===== config.mk =====
export PLATFORM = sky130hd
export DESIGN_NAME = hdb3_link_ctrl
export DESIGN_NICKNAME = d
export VERILOG_FILES = /design/src/rtl/hdb3_link_ctrl_pkg.sv /design/src/rtl/hdb3_link_ctrl_cv_det.sv /design/src/rtl/hdb3_link_ctrl.sv
export SDC_FILE = /design/constraint.sdc
export NUM_CORES = 1
export LEC_CHECK = 0
export CORE_ASPECT_RATIO = 0.5
export CORE_MARGIN = 10
export CORE_UTILIZATION = 49
export CTS_CLUSTER_DIAMETER = 50
export DETAILED_ROUTE_END_ITERATION = 12
export PLACE_DENSITY = 0.8
export SLEW_MARGIN = 30
export SYNTH_ARGS = -nofsm -noshare
export SYNTH_HDL_FRONTEND = slang
export SYNTH_SLANG_ARGS = --single-unit

===== constraint.sdc =====
create_clock -name clk -period 2.3 [get_ports clk]
set_input_delay 0.345 -clock clk [delete_from_list [all_inputs] [get_ports clk]]
set_output_delay 0.345 -clock clk [all_outputs]
set_load 0.01 [all_outputs]

===== src/rtl/hdb3_link_ctrl_pkg.sv =====
// Shared definitions for the HDB3 line-side link controller: link states,
// symbol encodings common with the decoder, and default parameters.
package hdb3_link_ctrl_pkg;

    typedef enum logic [1:0] {
        ST_LOS  = 2'b00,
        ST_ACQ  = 2'b01,
        ST_LOCK = 2'b10
    } link_state_e;

    // Encoded as {n, p} so it matches the decoder's view of the line pair.
    typedef enum logic [1:0] {
        SYM_ZERO = 2'b00,
        SYM_POS  = 2'b01,
        SYM_NEG  = 2'b10,
        SYM_ILL  = 2'b11
    } sym_e;

    localparam int LOS_N_DEF   = 32;
    localparam int ACQ_N_DEF   = 64;
    localparam int WIN_LEN_DEF = 256;
    localparam int ERR_TH_DEF  = 4;
    localparam int DEC_LAT_DEF = 5;
    localparam int CNT_W_DEF   = 16;

    function automatic sym_e classify_sym(input logic p, input logic n);
        sym_e s;
        case ({n, p})
            2'b00:   s = SYM_ZERO;
            2'b01:   s = SYM_POS;
            2'b10:   s = SYM_NEG;
            2'b11:   s = SYM_ILL;
            default: s = SYM_ZERO;
        endcase
        return s;
    endfunction

endpackage


===== src/rtl/hdb3_link_ctrl_cv_det.sv =====
// Code-violation detector: classifies each line symbol, tracks pulse and
// V polarity plus the zero-run length, and reports CVs and loss of signal.
module hdb3_cv_det
    import hdb3_link_ctrl_pkg::*;
#(
    parameter int LOS_N = LOS_N_DEF
) (
    input  logic clk,
    input  logic rst_n,
    input  logic clr,
    input  logic hdb3_p,
    input  logic hdb3_n,
    output logic cv,
    output logic illegal,
    output logic pulse,
    output logic zrun_los
);

    localparam int            ZW        = $clog2(LOS_N + 1);
    localparam logic [ZW-1:0] ZRUN_MAX  = ZW'(LOS_N);
    localparam logic [ZW-1:0] ZRUN_ONE  = ZW'(1);
    localparam logic [ZW-1:0] ZRUN_PREV = ZW'(3);
    localparam logic          RUN_CV_EN = (LOS_N > 4);

    sym_e          sym_s;
    logic          pulse_s;
    logic          pol_s;
    logic          ill_s;
    logic          is_v_s;
    logic          cv_v_s;
    logic          cv_z_s;
    logic [ZW-1:0] zrun_next_s;

    logic          last_pol_r;
    logic          last_vpol_r;
    logic          pol_known_r;
    logic          v_known_r;
    logic [ZW-1:0] zrun_r;

    // Symbol classification, V detection and CV source evaluation.
    always_comb begin
        sym_s       = classify_sym(hdb3_p, hdb3_n);
        pulse_s     = 1'b0;
        pol_s       = 1'b0;
        ill_s       = 1'b0;
        zrun_next_s = zrun_r;
        case (sym_s)
            SYM_POS: begin
                pulse_s     = 1'b1;
                pol_s       = 1'b1;
                zrun_next_s = '0;
            end
            SYM_NEG: begin
                pulse_s     = 1'b1;
                zrun_next_s = '0;
            end
            SYM_ZERO: begin
                if (zrun_r != ZRUN_MAX) begin
                    zrun_next_s = zrun_r + ZRUN_ONE;
                end else begin
                    zrun_next_s = zrun_r;
                end
            end
            SYM_ILL: begin
                // Illegal symbols neither extend nor break the zero run.
                ill_s       = 1'b1;
                zrun_next_s = zrun_r;
            end
            default: begin
                zrun_next_s = zrun_r;
            end
        endcase
        is_v_s   = pulse_s && pol_known_r && (pol_s == last_pol_r) && !clr;
        cv_v_s   = is_v_s && v_known_r && (pol_s == last_vpol_r);
        cv_z_s   = (sym_s == SYM_ZERO) && (zrun_r == ZRUN_PREV) && RUN_CV_EN;
        cv       = !clr && (ill_s || cv_v_s || cv_z_s);
        illegal  = ill_s;
        pulse    = pulse_s;
        zrun_los = (zrun_next_s == ZRUN_MAX);
    end

    // Polarity history and zero-run register; the first pulse seen during
    // clear still seeds last_pol so tracking is valid on leaving LOS.
    always_ff @(posedge clk or negedge rst_n) begin
        if (!rst_n) begin
            last_pol_r  <= 1'b0;
            last_vpol_r <= 1'b0;
            pol_known_r <= 1'b0;
            v_known_r   <= 1'b0;
            zrun_r      <= '0;
        end else begin
            zrun_r <= zrun_next_s;
            if (pulse_s) begin
                last_pol_r  <= pol_s;
                pol_known_r <= 1'b1;
            end else if (clr) begin
                pol_known_r <= 1'b0;
            end
            if (clr) begin
                v_known_r <= 1'b0;
            end else if (is_v_s) begin
                last_vpol_r <= pol_s;
                v_known_r   <= 1'b1;
            end
        end
    end

endmodule


===== src/rtl/hdb3_link_ctrl.sv =====
// HDB3 link controller: LOS/ACQ/LOCK state machine, decoder clear, latency-
// aligned data_valid and an optional CV counter (macro HDB3_LINK_CV_CNT_EN).
module hdb3_link_ctrl
    import hdb3_link_ctrl_pkg::*;
#(
    parameter int LOS_N   = LOS_N_DEF,
    parameter int ACQ_N   = ACQ_N_DEF,
    parameter int WIN_LEN = WIN_LEN_DEF,
    parameter int ERR_TH  = ERR_TH_DEF,
    parameter int DEC_LAT = DEC_LAT_DEF,
    parameter int CNT_W   = CNT_W_DEF
) (
    input  logic             clk,
    input  logic             rst_n,
    input  logic             hdb3_p,
    input  logic             hdb3_n,
    input  logic             cnt_clr,
    output logic             dec_clr_n,
    output logic             data_valid,
    output logic [1:0]       link_state,
    output logic             los,
    output logic             cv_pulse,
    output logic             illegal,
    output logic [CNT_W-1:0] cv_cnt
);

    localparam int            AW       = $clog2(ACQ_N + 1);
    localparam int            WW       = $clog2(WIN_LEN);
    localparam int            EW       = $clog2(ERR_TH + 1);
    localparam logic [AW-1:0] ACQ_MAX  = AW'(ACQ_N);
    localparam logic [AW-1:0] ACQ_ONE  = AW'(1);
    localparam logic [WW-1:0] WIN_LAST = WW'(WIN_LEN - 1);
    localparam logic [WW-1:0] WIN_ONE  = WW'(1);
    localparam logic [EW-1:0] ERR_MAX  = EW'(ERR_TH);
    localparam logic [EW-1:0] ERR_ONE  = EW'(1);

    link_state_e          state_r;
    link_state_e          state_next_s;
    link_state_e          fsm_next_s;
    logic [AW-1:0]        acq_cnt_r;
    logic [AW-1:0]        acq_next_s;
    logic [WW-1:0]        win_cnt_r;
    logic [WW-1:0]        win_next_s;
    logic [EW-1:0]        err_cnt_r;
    logic [EW-1:0]        err_next_s;
    logic [EW-1:0]        err_base_s;
    logic                 cv_s;
    logic                 ill_s;
    logic                 pulse_s;
    logic                 zrun_los_s;
    logic                 dec_clr_n_r;
    logic                 los_r;
    logic                 cv_pulse_r;
    logic                 illegal_r;
    logic [DEC_LAT-1:0]   dv_sr_r;

    hdb3_cv_det #(
        .LOS_N (LOS_N)
    ) u_cv_det (
        .clk      (clk),
        .rst_n    (rst_n),
        .clr      (state_r == ST_LOS),
        .hdb3_p   (hdb3_p),
        .hdb3_n   (hdb3_n),
        .cv       (cv_s),
        .illegal  (ill_s),
        .pulse    (pulse_s),
        .zrun_los (zrun_los_s)
    );

    // Next-state and window counter logic; counters idle at zero outside
    // their own state so each entry starts from a clean count.
    always_comb begin
        fsm_next_s = state_r;
        acq_next_s = '0;
        win_next_s = '0;
        err_next_s = '0;
        if (win_cnt_r == WIN_LAST) begin
            err_base_s = '0;
        end else begin
            err_base_s = err_cnt_r;
        end
        case (state_r)
            ST_LOS: begin
                if (pulse_s) begin
                    fsm_next_s = ST_ACQ;
                end else begin
                    fsm_next_s = ST_LOS;
                end
            end
            ST_ACQ: begin
                if (cv_s) begin
                    acq_next_s = '0;
                end else begin
                    acq_next_s = acq_cnt_r + ACQ_ONE;
                end
                if (!cv_s && (acq_next_s == ACQ_MAX)) begin
                    fsm_next_s = ST_LOCK;
                end else begin
                    fsm_next_s = ST_ACQ;
                end
            end
            ST_LOCK: begin
                // A CV on the last window symbol is charged to the new window.
                if (win_cnt_r == WIN_LAST) begin
                    win_next_s = '0;
                end else begin
                    win_next_s = win_cnt_r + WIN_ONE;
                end
                if (cv_s) begin
                    err_next_s = err_base_s + ERR_ONE;
                end else begin
                    err_next_s = err_base_s;
                end
                if (cv_s && (err_next_s == ERR_MAX)) begin
                    fsm_next_s = ST_ACQ;
                end else begin
                    fsm_next_s = ST_LOCK;
                end
            end
            default: begin
                fsm_next_s = ST_LOS;
            end
        endcase
        if (zrun_los_s) begin
            state_next_s = ST_LOS;
        end else begin
            state_next_s = fsm_next_s;
        end
    end

    // State, counters and registered status outputs.
    always_ff @(posedge clk or negedge rst_n) begin
        if (!rst_n) begin
            state_r     <= ST_LOS;
            acq_cnt_r   <= '0;
            win_cnt_r   <= '0;
            err_cnt_r   <= '0;
            dec_clr_n_r <= 1'b0;
            los_r       <= 1'b1;
            cv_pulse_r  <= 1'b0;
            illegal_r   <= 1'b0;
        end else begin
            state_r     <= state_next_s;
            acq_cnt_r   <= acq_next_s;
            win_cnt_r   <= win_next_s;
            err_cnt_r   <= err_next_s;
            dec_clr_n_r <= (state_next_s != ST_LOS);
            los_r       <= (state_next_s == ST_LOS);
            cv_pulse_r  <= cv_s;
            illegal_r   <= ill_s;
        end
    end

    // Delay the LOCK indication to line up with the decoder's data_out.
    always_ff @(posedge clk or negedge rst_n) begin
        if (!rst_n) begin
            dv_sr_r <= '0;
        end else begin
            dv_sr_r <= {dv_sr_r[DEC_LAT-2:0], (state_r == ST_LOCK)};
        end
    end

`ifdef HDB3_LINK_CV_CNT_EN
    localparam logic [CNT_W-1:0] CNT_MAX = '1;
    localparam logic [CNT_W-1:0] CNT_ONE = CNT_W'(1);

    logic [CNT_W-1:0] cv_cnt_r;

    // Saturating CV counter; a clear beats a coincident increment.
    always_ff @(posedge clk or negedge rst_n) begin
        if (!rst_n) begin
            cv_cnt_r <= '0;
        end else if (cnt_clr) begin
            cv_cnt_r <= '0;
        end else if (cv_pulse_r && (cv_cnt_r != CNT_MAX)) begin
            cv_cnt_r <= cv_cnt_r + CNT_ONE;
        end
    end

    assign cv_cnt = cv_cnt_r;
`else
    logic unused_cnt_clr_s;

    assign unused_cnt_clr_s = cnt_clr;
    assign cv_cnt           = '0;
`endif

    assign link_state = state_r;
    assign los        = los_r;
    assign dec_clr_n  = dec_clr_n_r;
    assign cv_pulse   = cv_pulse_r;
    assign illegal    = illegal_r;
    assign data_valid = dv_sr_r[DEC_LAT-1];

endmodule


# --- Word level (Yosys, flattened, before mapping) ---
# Cells that the tools add are included.
op_classes:
  n_bitwise: 1
  n_addsub: 4
  reduce_logical: 22
  eq_ne: 16
  muxes: 24
ops:
  columns: ["cell", "n"]
  rows:
  - ["$mux W7", 3]
  - ["$pmux W6 S3", 1]
  - ["$mux W8", 2]
  - ["$mux W3", 4]
  - ["$eq A2 B2 Y1 const B", 5]
  - ["$logic_and A1 B1 Y1", 9]
  - ["$add A8 B1 Y8 const B", 1]
  - ["$eq A8 B8 Y1 const B", 1]
  - ["$logic_not A2 Y1", 4]
  - ["$mux W1", 8]
  - ["$pmux W2 S4", 1]
  - ["$add A7 B1 Y7 const B", 1]
  - ["$eq A7 B7 Y1 const B", 1]
  - ["$add A6 B1 Y6 const B", 1]
  - ["$eq A2 B1 Y1 const B", 3]
  - ["$eq A6 B2 Y1 const B", 1]
  - ["$eq A6 B6 Y1 const B", 1]
  - ["$mux W2", 3]
  - ["$mux W6", 1]
  - ["$ne A6 B6 Y1 const B", 1]
  - ["$pmux W2 S3", 1]
  - ["$reduce_bool A2 Y1", 3]
  - ["$add A3 B1 Y3 const B", 1]
  - ["$eq A3 B3 Y1 const B", 1]
  - ["other kinds (6)", 9]
word_totals:
  ff_bits: 39
  elab_cells: 81
  inputBits: 5
  output_inout_bits: 23

# --- Depth between registers and ports, before layout ---
# Gate-level depths: netlist of run 1.
depth:
  word_depth: 21
  mapped_depth: 10
  depth_no_buf: 9

# --- Cells and area by module ---
# A second synthesis of run 1 with hierarchy kept.
unflattened:
  cells_unflattened: 220
  area_unflattened_um2: 2134.5
by_module_without_submodules:
  columns: ["module", "area_per_inst_um2", "seq_area_each_um2", "n_inst", "cells_per_inst"]
  rows:
  - ["hdb3_link_ctrl", 1427.6, 726.9, 1, 141]
  - ["hdb3_cv_det", 706.9, 250.2, 1, 79]

# --- Least setup slack after synthesis of run 1 ---
# Ideal clock, no wire load.
synth_timing:
  kind: "flip-flop to flip-flop"
  from: "reg win_cnt_r[0]"
  to: "reg state_r[1] (netlist: link_state[1])"
  path_buffers: 1
  setup_time_ps: 77
  path_slack_ps: 171
  required_time_ps: 2223
  stages_incl_launch_ff: 11
  synth_period_minus_slack_ps: 2129
  arrival_ps: 2051
  cell_sequence: "dfrtp_1 ha_1 nand3_2 or3_4 and2_0 buf_2 ha_1 xnor2_1 nor2_1 a31o_2 a21oi_1"
synth_via:
  elab_chain_cells: 10
synth_rtl:
  columns: ["element", "line_no", "rtl"]
  rows:
  - ["from (decl)", "hdb3_link_ctrl.sv:42", "logic [WW-1:0] win_cnt_r;"]
  - ["from (signal assigned)", "hdb3_link_ctrl.sv:146", "win_cnt_r <= win_next_s;"]
  - ["$eq A8 B8 Y1 (*)", "hdb3_link_ctrl.sv:78", "if (win_cnt_r == WIN_LAST) begin"]
  - ["$mux W3 (*)", "hdb3_link_ctrl.sv:78", null]
  - ["$add A3 B1 Y3", "hdb3_link_ctrl.sv:111", "err_next_s = err_base_s + ERR_ONE;"]
  - ["$mux W3 (*)", "hdb3_link_ctrl.sv:110", "if (cv_s) begin"]
  - ["$mux W3 (*)", "hdb3_link_ctrl.sv:83", "case (state_r)"]
  - ["$eq A3 B3 Y1 (*)", "hdb3_link_ctrl.sv:115", "if (cv_s && (err_next_s == ERR_MAX)) begin"]
  - ["$logic_and A1 B1 Y1 (*)", "hdb3_link_ctrl.sv:115", null]
  - ["$mux W2 (*)", "hdb3_link_ctrl.sv:115", null]
  - ["$pmux W2 S3 (*)", "hdb3_link_ctrl.sv:83", null]
  - ["$mux W2 (*)", "hdb3_link_ctrl.sv:125", "if (zrun_los_s) begin"]
  - ["via state_next_s[1]", "hdb3_link_ctrl.sv:38", "link_state_e state_next_s;"]
  - ["to (signal assigned)", "hdb3_link_ctrl.sv:144", "state_r <= state_next_s;"]
  - ["to (decl)", "hdb3_link_ctrl.sv:37", "link_state_e state_r;"]
# The timed path passes the listed nets; every way through them passes the cells marked *. The select of a mux whose other input is x is not followed.
# A chain may end at the register's enable or synchronous reset.

# --- Worst setup path after layout of run 1 ---
# Same ends and word-level chain as after synthesis.

==> metrics.md, run 1 <==
| Metric | Value |
|---|---|
| Outcome | completed |
| VDD IR max | 284.2 µV |
| WL/cell | between 10 and 15 µm |
| Hold WS | between 0.1 and 0.15 ns |
| Worst R2R End | link_state[1] |
| CP Data Arrival Time | 2.38 ns |
| Synth Area in Simple Gates | 0.2123 |
| Max_cap viols | 0 |
| Worst R2R Path Depth | 9 |
| Worst R2R Setup Slack | 0.14 ns |
| Async SR Flop Fraction | 1.000 |
| Worst setup EP type | flop |
| Most frequent cells in the layout | 38 x dfrtp_1, 23 x nor2_1, 16 x conb_1 |
| Worst hold path class | in2async |
| Final setup violation count | 0 |
| N_diodes | 0 |
| Post-layout util | 0.5984 |
| Fin crit share | 0.9378 |
| Cell count after synthesis | 206 |
| Tmin final | 2.157 ns |
| Area Growth Syn to Fin | 15.15% |
| CP Capture Point | link_state[1] |
| I/O Buffers | 10 |
| Post-synth top area cell | dfrtp_1 |
| Initial antenna violation count | 0 |
| Netlist cell types | 53 |
| ANT nets after route | 0 |
| DR vias/cell | around 5.3 |
| Prevailing post-synth register cell | dfrtp_1 |
| Worst clock skew | between 0.01 and 0.015 ns |
| CP Launch Point | win_cnt_r[0] |
| Via count | 1500 |
| CTS tree | built |
| Fillers | around 310 |
| Total Nets Final | 240 |
| R2R Path Start | win_cnt_r[0] |
| Seq/Total Area, Yosys | 0.4696 |
| Grt ovf | 0 |
| Clk pwr share | 0.406 |
| Largest net degree at the start of global routing | 40 |
| Iter 0 DRT Violations | 78 |
| Sw Share | 0.2526 |
| Commonest non-fill, non-tap cell in the layout | dfrtp_1 |
| DRC viols | 0 |
| Pins Over Slew Limit | 0 |
| Hpwl dp | approximately 2.8 mm |
| Starting density of the core | 0.5197 |
| CORE AREA | 4004 µm² |
| Synth Register Bits | 39 |
| CTS Buf Count | 5 |
| Crit-path max FO | 5 |
| Post-Synth XOR/XNOR Area | 0.06314 |
| I/O pin cnt | 28 |
| Vias in the first global route | 1550 |
| Final hold viol count | 0 |
| Worst endpoint required time | 2.52 ns |
| GRT Total Usage | 0.1086 |
| DRT Pass-1 Iters | 4 |
| Die width | 112.2 µm |
| Share of the synthesized area in the top cell type | 0.4570 |
| Pleak | around 1.1 nW |
| Fmax | 0.4636 GHz |
| Slew margin rel. | 0.4316 |
| Slew @ Worst Pin | 0.8527 ns |
| Layout cell share with drive strength beyond 1 | 0.1711 |
| Number of synthesized flops with an enable pin | 0 |
| Yosys warning total | 0 |
| Clk slew on worst S/H paths | about 0.080 ns |
| Final WL | 3.883 mm |
| Internal Dissipation | roughly 0.0013 W |
| CTS Hold Bufs | 0 |
| First-pass GRT wire length | 6.706 mm |
| Post-Syn Area per Cell | around 10 µm² |
| Post-Synthesis Cell Area | about 2100 µm² |
| Largest family of logic cells by synthesized area | simple AND/OR/NAND/NOR gates |
| Setup crit start kind | flop |
| Root buf cell | clkbuf_8 |
| Htree depth | 2 |
| Pwr Density | 704.1 nW/µm² |
| Longest Clk Path Bufs | 2 |
| Adder-Cell Fraction of Synth Area | 0.04811 |
| Register Area | slightly below 1000 µm² |
| Compound-Gate Fraction of Synth Area | 0.1052 |
| Final total power | 0.001687 W |
| CTS sink cnt | 39 |
| Comb power frac | 0.142 |
| GPL Wtd Cong | 0.8438 |
| Std-Cell Rows | 16 |
| Multi-input logic area | 996.0 µm² |
| Mux share of post-synthesis cell area | 0.01022 |
| Synth area leaders | dfrtp_1 46%, buf_4 5.8%, ha_1 4.8%, nor2_1 4.1%, xor2_1 3.8% |
| Die ar. | 7411 µm² |
| Clk_lat worst skew | 0.30 ns |
| Die Y | between 60 and 70 µm |
| CP Class | reg2reg |
| Switch Pwr | 0.0004262 W |
| Seq pwr share | 0.451 |
## per-stage QoR
step                      setup WS (ns)  std cells  area (µm²)    TNS [ns]
after floorplan                  0.1715        221        2137           0
after global placement         -0.05623        272        2222     -0.1671
after detailed placement        -0.1416        272        2222     -0.6091
after CTS                       0.09546        280        2359           0
after global routing         -0.0007219        282        2396  -0.0007219
final                            0.1431        282        2396           0
## logic make-up (layout without fill, tap and decap cells)
kind of cell | after synthesis | in the layout
and+or+nand+nor | 78 | 78
DFF | 39 | 39
buffers and inverters | 32 | 39
AOI/OAI and AO/OA | 31 | 31
xor gates and xnor gates | 15 | 15
adders and majority gates | 8 | 8
muxes | 2 | 2
other | 1 | 16
## critical path, stage by stage (launching register included)
cell,delay [ns]
dfrtp_1,0.41
ha_4,0.17
nand3_2,0.11
or3_4,0.43
and2_0,0.19
ha_2,0.21
xnor2_2,0.15
nor2_1,0.06
a31o_2,0.23
a21oi_1,0.13
## power by group through the flow
stage          combinational [W]  clock, W  sequential [W]
2_1_floorplan           0.000179         0        0.000769
3_3_place_gp            0.000230         0        0.000771
3_5_place_dp            0.000237         0        0.000774
4_1_cts                 0.000239  0.000698        0.000761
5_1_grt                 0.000271  0.000732        0.000768
6_report                0.000240  0.000685        0.000762
## final cells by class
| cell class | instances | share of cell area |
|---|---|---|
| multi-input combinational | 150 | 0.4157 |
| timing repair buffer | 22 | 0.07728 |
| clock buffer | 5 | 0.02872 |
| sequential | 39 | 0.4078 |
| inverter | 9 | 0.01410 |
| tap | 54 | 0.02820 |
| clock inverter | 3 | 0.02820 |
## Yosys cell counts (4+ instances only)
library cell,instances
dfrtp_1,38
nor2_1,23
buf_4,16
nand2_1,10
inv_1,9
nand3_1,9
xor2_1,9
ha_1,8
a21oi_1,6
o21ai_0,6
xnor2_1,6
buf_2,4
or3_1,4
## per-layer routing
layer / global-route usage / vias up / share of wire
li1: - / 724 / -
met1: 0.1146 / 735 / 0.45
met2: 0.1911 / 37 / 0.48
met3: 0.04529 / 4 / 0.051
met4: 0.04560 / 0 / 0.011
met5: 0 / - / 0
## what timing repair did
| item | in CTS | in global routing |
|---|---|---|
| setup buffers | 0 | 2 |
| gates resized for setup | 0 | 4 |
| endpoints found under the setup margin | 0 | 2 |
## sequential cells by signal, summed over array words and instances, names as in the netlist, 2 cells and up
| name | count |
|---|---|
| err_cnt_r | 3 |
| dv_sr_r | 5 |
| win_cnt_r | 8 |
| acq_cnt_r | 7 |
| link_state | 2 |
| u_cv_det.zrun_r | 6 |
## worst min path at each step
| stage | slack [ns] | start | cells after the start | to |
|---|---|---|---|---|
| detailed placement | 0.34 | dv_sr_r[2] | 0 | dv_sr_r[3] |
| floorplan | 0.05 | rst_n | 0 | acq_cnt_r[0] |
| finish | 0.15 | rst_n | 1 | dv_sr_r[1] |
| CTS | 0.17 | rst_n | 1 | err_cnt_r[0] |
| global route | 0.21 | rst_n | 1 | err_cnt_r[0] |
| global placement | 0.33 | dv_sr_r[1] | 0 | dv_sr_r[2] |
(Power assumes the default switching activity.)
==> inputs of run 2 (changes only) <==
--- a/config.mk
+++ b/config.mk
@@ -5,6 +5,7 @@
 export SDC_FILE = /design/constraint.sdc
 export NUM_CORES = 1
 export LEC_CHECK = 0
+export ABC_AREA = 1
 export CORE_ASPECT_RATIO = 0.5
 export CORE_MARGIN = 10
 export CORE_UTILIZATION = 49
==> metrics.md, run 2 <==
| Metric | Value |
|---|---|
| I/O Buffers | 10 (unchanged) |
| Post-Synthesis Cell Area | 2146 µm² (+3.1%) |
| ANT nets after route | 0 (unchanged) |
| Setup crit start kind | flop |
| First-pass GRT wire length | 6.617 mm (-1.3%) |
| CTS tree | built |
| Post-layout util | 0.5874 (-0.01100) |
| Fillers | 351 (+12%) |
| Seq/Total Area, Yosys | 0.4554 (-0.01424) |
| Netlist cell types | 29 (-45%) |
| Max_cap viols | 0 (unchanged) |
| Final hold viol count | 0 (unchanged) |
| VDD IR max | 338.3 µV (+19%) |
| Grt ovf | 0 (unchanged) |
| Via count | 1603 (+6.9%) |
| Outcome | completed |
| Worst endpoint required time | 2.48 ns (-0.04 ns) |
| Fin crit share | 0.8900 (-0.04783) |
| Cell count after synthesis | 266 (+29%) |
| Root buf cell | clkbuf_8 |
| Worst path most repeated cell | nand2_1 |
| Synth area leaders | dfrtp_1 44%, nand2_1 11%, inv_1 7.2%, buf_4 5.6%, nor2_1 5.2% |
| DRT Pass-1 Iters | 4 (unchanged) |
| Crit-path max FO | 4 (-1) |
| Area Growth Syn to Fin | 11.25% |
| CP Cell Sequence | ha_1 -> nand2_1 -> nor2_2 -> nand2_1 -> inv_1 -> nor2_4 -> ha_1 -> nand3_1 -> nand2_1 -> nand2_2 -> nand2_2 -> nor2_1 -> nand2_1 -> nand3_2 -> nand2_1 -> nand2_1 |
| Reg with most FFs | win_cnt_r |
| R2R Path Start | win_cnt_r[0] |
| Post-route cell area | 2387 µm² (-0.37%) |
| Pleak | 1.230 nW (+12%) |
| Prevailing post-synth register cell | dfrtp_1 |
| GRT Total Usage | 0.1071 (-0.001507) |
| Count leader, synth | nand2_1 |
| Tmin final | 2.047 ns (-0.1100 ns) |
| Top cell types by occurrence after synthesis | 61 x nand2_1, 41 x inv_1, 38 x dfrtp_1 |
| Pins Over Slew Limit | 0 (unchanged) |
| Clk slew on worst S/H paths | 0.08 ns (about the same) |
| Die ar. | 7587 µm² (+2.4%) |
| Synth Register Bits | 39 (unchanged) |
| Vias in the first global route | 1543 (-0.45%) |
| Worst R2R Setup Slack | 0.25 ns (+0.11 ns) |
| Worst R2R End | dec_clr_n |
| Crit path max-delay family | simple AND/OR/NAND/NOR gates |
| DP Area | 2260 µm² (+1.7%) |
| Pwr Density | 731.5 nW/µm² (+3.9%) |
| Top Registers | win_cnt_r x8, acq_cnt_r x7, u_cv_det.zrun_r x6 |
| Initial antenna violation count | 0 (unchanged) |
| Longest Clk Path Bufs | 2 (unchanged) |
| Htree depth | 2 (unchanged) |
| Register Area | 977.2 µm² (unchanged) |
| Final setup violation count | 0 (unchanged) |
| Layout cell share with drive strength beyond 1 | 0.1228 (-0.04825) |
| WL/cell | 10.95 µm (-20%) |
| Critical Path Stages | 16 (+7) |
| Slew @ Worst Pin | 0.5341 ns (-0.3185 ns) |
| CTS Hold Bufs | 0 (unchanged) |
| Post-synth top area cell | dfrtp_1 |
| Worst hold path class | in2async |
| CORE AREA | 4064 µm² (+1.5%) |
| Multi-input logic area | 938.4 µm² (-5.8%) |
| CP Class | reg2reg |
| Worst setup EP type | flop |
| Async SR Flop Fraction | 1.000 (unchanged) |
| CP Data Arrival Time | 2.23 ns (-0.15 ns) |
| Die width | 113.6 µm (+1.3%) |
| Slew margin rel. | 0.6426 (+0.2110) |
| Number of synthesized flops with an enable pin | 0 (unchanged) |
| WP buf/inv | 1 (+1) |
| Fmax | 0.4885 GHz (+5.4%) |
| GPL Wtd Cong | 0.7958 (-5.7%) |
| Commonest non-fill, non-tap cell in the layout | nand2_1 |
| Die Y | 66.80 µm (+1.1%) |
| Std-Cell Rows | 16 (unchanged) |
| CTS sink cnt | 39 (unchanged) |
| I/O pin cnt | 28 (unchanged) |
| Worst path max stage delay | 0.40 ns (-0.03 ns) |
| Largest net degree at the start of global routing | 40 (unchanged) |
| Starting density of the core | 0.5280 (+0.008330) |
| CP max stage cell | dfrtp_1 |
| Iter 0 DRT Violations | 55 (-29%) |
| Share of the synthesized area in the top cell type | 0.4431 (-0.01386) |
| Final WL | 3.711 mm (-4.4%) |
| Max reg flops | 8 (unchanged) |
| Hpwl dp | 2.905 mm (+4.9%) |
| Total Nets Final | 297 (+24%) |
| Worst R2R Path Depth | 16 (+7) |
| Yosys warning total | 0 (unchanged) |
| N_diodes | 0 (unchanged) |
| Unrepaired setup endpoints after global routing | false |
| Post-Syn Area per Cell | 8.067 µm² (-20%) |
| DR vias/cell | 4.729 (-11%) |
| Clk_lat worst skew | 0.29 ns (about the same) |
| Worst clock skew | 0.007225 ns (-0.003583 ns) |
| Setup_tns | 0 ns (unchanged) |
| Most frequent cells in the layout | 61 x nand2_1, 41 x inv_1, 38 x dfrtp_1 |
| CTS Buf Count | 5 (unchanged) |
| DRC viols | 0 (unchanged) |
run 2: changes by cell type after synthesis, moves of 4 or more:
cell	change
xor2_1	-6
xnor2_1	-5
nor2_1	+7
buf_2	-4
nand2_1	+51
nand2_4	+4
nor2_2	+4
or3_1	-4
inv_1	+32
nand2_2	+5
nand3_1	+8
run 2: what timing repair did:
item	in CTS	in global routing
setup buffers	0	0
gates resized for setup	0	2
endpoints found under the setup margin	0	3
run 2: metrics by stage:
stage	hold WS, ns	cells	setup WS, ns	power, W
after floorplan	0.04941	281	0.4405	0.001082
after global placement	0.3326	331	0.07671	0.001155
after detailed placement	0.3355	331	0.001537	0.001173
after CTS	0.1801	339	0.2136	0.001766
after global routing	0.04700	339	0.02478	0.001851
final	0.01149	339	0.2531	0.001746
run 2: report_power, final:
group | switching, W | internal [W]
clock network | 0.000236 | 0.000351
registers | 0.0000539 | 0.000752
logic | 0.000222 | 0.000132
total | 0.000512 | 0.00123
run 2: area by class of cell:
cell class                      count  share of cell area
Timing Repair Buffer               12             0.04717
Clock inverter                      2             0.01468
Clock buffer                        6             0.03459
Sequential cell                    39              0.4093
Multi-Input combinational cell    181              0.3931
Tap cell                           54             0.02830
Inverter                           45             0.07285
run 2: cell families (layout without fill, tap and decap cells):
| logic type | after synthesis | in the layout | share of synthesized area |
|---|---|---|---|
| AO/OA/AOI/OAI | 17 | 17 | 0.04315 |
| buffers and inverters | 61 | 65 | 0.1370 |
| adder cells (fa/ha/maj) | 8 | 8 | 0.04665 |
| XOR/XNOR | 4 | 4 | 0.01633 |
| AND/OR/NAND/NOR | 136 | 136 | 0.2997 |
| flip-flops | 39 | 39 | 0.4554 |
| other | 1 | 16 | 0.001748 |
run 2: worst register-to-register path, delay by kind of cell (launching register included):
family | cells | cell delay [ns]
adders and majority gates | 2 | 0.40
buffers and inverters | 1 | 0.10
DFF | 1 | 0.40
and+or+nand+nor | 13 | 1.03
run 2: how the worst max path moves through the flow:
stage / startpoint / endpoint / slack (ns)
floorplan: win_cnt_r[0] / dec_clr_n / 0.44
global route: win_cnt_r[0] / dec_clr_n / 0.02
finish: win_cnt_r[0] / dec_clr_n / 0.25
detailed placement: hdb3_p / dec_clr_n / 0.002
CTS: win_cnt_r[0] / dec_clr_n / 0.21
global placement: hdb3_p / dec_clr_n / 0.08
run 2: per-layer routing:
layer / wire length, µm / global-route usage / vias to the layer above
met5: 0 / 0 / -
met1: 1673 / 0.1138 / 734
li1: - / - / 825
met3: 258 / 0.04021 / 6
met2: 1715 / 0.1875 / 38
met4: 63 / 0.05189 / 0
